==> src/rtl/demux1_to_8_reg.sv <==
// Registered 1-to-8 demultiplexer with per-channel valid/ack handshake and accept counter.
// Optional macro DEMUX8_OVERWRITE_EN: never backpressure, flag overwrites of unconsumed data in ovf.
module demux1_to_8_reg #(
  parameter int WIDTH   = 32,
  parameter int COUNT_W = 16
) (
  input  logic                 clk,
  input  logic                 rst,
  input  logic [WIDTH-1:0]     d_in,
  input  logic                 s2,
  input  logic                 s1,
  input  logic                 s0,
  input  logic                 in_valid,
  output logic                 in_ready,
  output logic [8*WIDTH-1:0]   z,
  output logic [7:0]           z_valid,
  input  logic [7:0]           z_ack,
  output logic [7:0]           ovf,
  output logic [COUNT_W-1:0]   accept_cnt
);

  logic [2:0]              sel;
  logic                    accept;
  logic [7:0][WIDTH-1:0]   data_q;
  logic [7:0]              valid_q;
  logic [7:0]              valid_d;
  logic [COUNT_W-1:0]      cnt_q;

  assign sel = {s2, s1, s0};

`ifdef DEMUX8_OVERWRITE_EN
  assign in_ready = 1'b1;
`else
  // An ack in the same cycle frees the slot, so a full channel can still take a new word.
  assign in_ready = ~valid_q[sel] | z_ack[sel];
`endif

  assign accept = in_valid & in_ready;

  // The set from an accept dominates the clear from an ack on the same channel.
  always_comb begin
    valid_d = valid_q & ~z_ack;
    if (accept) begin
      valid_d[sel] = 1'b1;
    end
  end

  always_ff @(posedge clk or posedge rst) begin
    if (rst) begin
      data_q  <= '0;
      valid_q <= '0;
      cnt_q   <= '0;
    end else begin
      valid_q <= valid_d;
      if (accept) begin
        data_q[sel] <= d_in;
        cnt_q       <= cnt_q + COUNT_W'(1);
      end
    end
  end

`ifdef DEMUX8_OVERWRITE_EN
  logic [7:0] ovf_q;

  // Sticky: only a word landing on unconsumed, un-acked data counts as a loss.
  always_ff @(posedge clk or posedge rst) begin
    if (rst) begin
      ovf_q <= '0;
    end else if (accept && valid_q[sel] && !z_ack[sel]) begin
      ovf_q[sel] <= 1'b1;
    end
  end

  assign ovf = ovf_q;
`else
  assign ovf = 8'h00;
`endif

  assign z          = data_q;
  assign z_valid    = valid_q;
  assign accept_cnt = cnt_q;

endmodule

==> config.mk <==
export PLATFORM = sky130hd
export DESIGN_NAME = demux1_to_8_reg
export DESIGN_NICKNAME = d
export VERILOG_FILES = /design/src/rtl/demux1_to_8_reg.sv
export SDC_FILE = /design/constraint.sdc
export NUM_CORES = 1
export LEC_CHECK = 0
export ABC_CLOCK_PERIOD_IN_PS = 15700
export BUFFER_PORTS_ARGS = -buffer_cell sky130_fd_sc_hd__buf_2
export CAP_MARGIN = 30
export CORE_MARGIN = 2
export CORE_UTILIZATION = 54
export DETAILED_ROUTE_END_ITERATION = 6
export PLACE_DENSITY = 0.81
export RECOVER_POWER = 50
export SYNTH_ARGS = -nofsm -noshare
export SYNTH_HDL_FRONTEND = slang
export SYNTH_SLANG_ARGS = --single-unit
==> constraint.sdc <==
create_clock -name clk -period 15.7 [get_ports clk]
set_input_delay 0.785 -clock clk [delete_from_list [all_inputs] [get_ports clk]]
set_output_delay 0.785 -clock clk [all_outputs]
set_load 0.05 [all_outputs]
# Word level (Yosys, flattened, before mapping)
# Cells that the tools add are included.
[word_totals] register_bits=280 inputBits=46 output_inout_bits=289
[classes] add_sub_neg=1 n_lt_le_gt_ge=2 muxes=10 n_bitwise=6 n_reduce_logical=1
[ops] cell="bitwise mux 256 bit" count=1
[ops] cell="demux 32 bit (select 3 bit)" count=1
[ops] cell="two-way mux 32 bit" count=1
[ops] cell="adder 16 x 1 -> 16 bit, second input constant" count=1
[ops] cell="AND 8 bit" count=1
[ops] cell="two-way mux 8 bit" count=1
[ops] cell="inverter 8 bit" count=1
[ops] cell="bitwise OR 8 bit" count=1
[ops] cell="binary-select mux 1 bit (select 3 bit)" count=2
[ops] cell="< comparator 3 x 4 -> 1 bit, second input constant" count=1
[ops] cell="demux 1 bit (select 3 bit)" count=1
[ops] cell="greater-or-equal comparator 3 x 1 -> 1 bit, second input constant" count=1
[ops] cell="two-way mux 1 bit" count=3
[ops] cell="AND 1 bit" count=1
[ops] cell="logical AND 1 bit" count=1
[ops] cell="inverter 1 bit" count=1
[ops] cell="bitwise OR 1 bit" count=1

# Longest topological paths before layout
[logic_depth] ltp_word=6 ltp_mapped=9

# Least setup slack after synthesis
# OpenSTA, ideal clock, no wires.
[synth_timing] path_kind="input to output" startpoint="in s2" endpoint="out in_ready" t_arrival_ps=2216 path_slack_ps=12699 cell_stages=6 cell_sequence="buf_6 -> mux2i_1 -> mux4_2 -> nor3_2 -> buf_2 -> inv_1"
[synth_between] elab_chain_len=4 word_cells_on_any_way=6
[synth_rtl] item="from (decl)" line="10" rtl="input logic s2,"
[synth_rtl] item="binary-select mux 1 bit (select 3 bit)" line="35" rtl="assign in_ready = ~valid_q[sel] | z_ack[sel];"
[synth_rtl] item="two-way mux 1 bit (not written as such)" line="35"
[synth_rtl] item="inverter 1 bit" line="35"
[synth_rtl] item="bitwise OR 1 bit (*)" line="35"
[synth_rtl] item="to (decl)" line="14" rtl="output logic in_ready,"
# Mark *: on every way between the ends. The rest lies on a longest branch, timed or not. The select of a mux whose other input is x is not followed.

==> flow_summary.toml <==
[timing]
drv_slew = 136
worst_pin_slew_ps = 7140
min_period_over_period = 0.456
clock_skew_ps = 6.87
fmax_mhz = 140
tns_ps = 0
final_hold_viol_count = 0
fin_ws_ps = 8540
rsz0062_at_grt = "no"
period_minus_slack_ps = 7160
relSlewSlack = -3.76
setup-violations-final = 0

[run_status]
violations = "max-capacitance violations, max-slew violations"
status = "finished, violations left"

[setup_path]
timing.rr.end = "z[159]"
worstReg2RegStart = "z_valid[1]"
end_kind = "async pin"
ff2ff_setup_slack_ps = 12850
ff2ff_path_depth = 6
crit_type = "input pin to async pin"
crit_path_max_fanout = 135
required_ps = 14570
critPathLaunchType = "input pin"
worstPathArrival_ps = 6030

[clock_network]
ctsLongestPathBuffers = 3
clock_sinks = 280
path_clk_slew_ps = 60
cts_tree = "yes"
clkLatencyLatePin_ps = 530
cts_max_level = 1
cts_setup_buffers = 0
cts_inserted_buffers = 28
cts_root_buf = "clkbuf_16"
post_cts_resized = 0
cts_hold_buf = 0

[layout]
fin_nets = 1059
mostFrequentLayoutCells = "clkbuf_1, dfrtp_1, mux2_2"
drive_above_1_share = 0.365
layout_commonest_cell = "clkbuf_1"
fillCellCount = 1518
utilization = 0.673
syn_to_final_growth_pct = 23.3
regArea_um2 = 7010
multiInputGateArea_um2 = 3740
diodes = 0

[die]
io_pins = 335
core_um2 = 20100
dieArea_um2 = 21500
start_util = 0.546
rows = 52
fp.dieW_um = 147
die_h_um = 147

[power]
p_comb_frac = 0.370
seqPwrFrac = 0.368
irDropWorstVdd_uv = 129
switching_power_uw = 1150
finalPower_uw = 2690
leakage_uw = 0.00596
switching_share = 0.429
p_int_uw = 1530
pwr-share-clk = 0.262
p_per_area_nw_per_um2 = 199

[detailed_routing]
post_drt_wl_per_cell_um = 20.9
viasPerCell = 5.29
drt-pass1-iter-count = 6
drt_iter0_drc = 250
vias = 6898
drc_errors = 0
drt_wl_total_um = 27300
antenna_left = 0

[global_route]
antenna_found_initial = 0
overflow = 0
grt_pass1_vias = 7373
grt_first_pass_wirelength_um = 42500
grt_max_degree = 137
gr-usage-all-layers = 0.253

[placement]
detailedPlace.worstSlack_ps = 11990
dp_hpwl_um = 18000
place.port_buffers = 326
gp_congestion = 0.834

[hold_path]
hold_path_class = "input pin to async pin"

[logic_synthesis]
syn_area_um2 = 11000
synth.avg_cell_area_um2 = 16.3
yosysWarnings = 0
yosysUniqueCellTypes = 40
seq_area_frac_synth = 0.639
syn_inst = 674
synth-seq-cells = 280

[run]
cap_violations = 1
## metrics by stage
stage / cell area, µm² / hold WS, ps / std cells
CTS: 13800 / 491 / 1302
finish: 13500 / 132 / 1304
detailed placement: 12800 / 483 / 1250
floorplan: 11000 / 779 / 681
global placement: 12800 / 478 / 1250
global route: 13500 / 128 / 1304
## synthesized netlist by cell type (all sizes together)
master | count | share of area
xnor2 | 3 | 0.0024
nor2 | 6 | 0.0021
mux2i | 4 | 0.0036
ha | 1 | 0.0011
inv | 14 | 0.0048
nor3 | 11 | 0.0073
o211ai | 1 | 0.00068
nand2b | 1 | 0.00057
and3b | 1 | 0.00080
or3b | 1 | 0.00080
nor4 | 2 | 0.0017
or4 | 1 | 0.00068
nor4b | 3 | 0.0038
a21oi | 2 | 0.00091
buf | 36 | 0.022
xor2 | 12 | 0.0096
nor3b | 5 | 0.0048
nand4 | 3 | 0.0017
mux2 | 259 | 0.28
nand3 | 3 | 0.0014
clkbuf | 1 | 0.00034
nand3b | 1 | 0.00068
a21o | 8 | 0.0055
dfrtp | 280 | 0.64
conb | 1 | 0.00034
or3 | 1 | 0.00057
nand2 | 7 | 0.0024
and3 | 2 | 0.0011
a32o | 1 | 0.00091
o21ai | 2 | 0.0013
mux4 | 1 | 0.0021
## power groups by stage
stage               registers, µW  logic (µW)  clock network (µW)
finish                        988         994                 705
global placement              983        1030                   0
CTS                           982        1050                 718
floorplan                    1580         195                   0
detailed placement            990        1050                   0
global route                 1010        1030                 749
## cells by family (layout without fill, tap and decap cells)
family,count (synthesis),after routing,synth area share
muxes,264,264,0.281
buffers and inverters,51,404,0.0268
AOI/OAI and AO/OA,14,14,0.00924
xor gates and xnor gates,15,15,0.0120
adders and majority gates,1,1,0.00114
and+or+nand+nor,48,48,0.0303
DFF,280,280,0.639
other,1,8,0.000342
## critical path: stages
cell	delay, ps
clkbuf_1	130
inv_8	60
clkbuf_1	4930
## state kept, by name, summed over array words and instances (netlist names)
register,cells
z_valid,8
accept_cnt,16
z,256
## layout make-up
cell class	instances	area share
Multi-Input combinational cell	350	0.276
Timing Repair Buffer	338	0.102
Clock buffer	42	0.0624
Sequential cell	280	0.518
Tap cell	270	0.0250
Inverter	14	0.00444
Clock inverter	10	0.0114
## how the worst max path moves through the flow
| stage | from | endpoint | slack, ps |
|---|---|---|---|
| 2_1_floorplan | rst | accept_cnt[0] | 7190 |
| 3_3_place_gp | s1 | z[64] | 12090 |
| 3_5_place_dp | s1 | z[74] | 11990 |
| 4_1_cts | s2 | in_ready | 12090 |
| 5_1_grt | rst | z[8] | 6920 |
| 6_report | rst | z[8] | 8540 |
## per-layer routing
layer,track usage,wire length (µm)
met1,0.323,11000
met2,0.434,13600
met3,0.0634,2050
met4,0.0704,675
met5,0,0
Power figures use the tool's default switching activity.
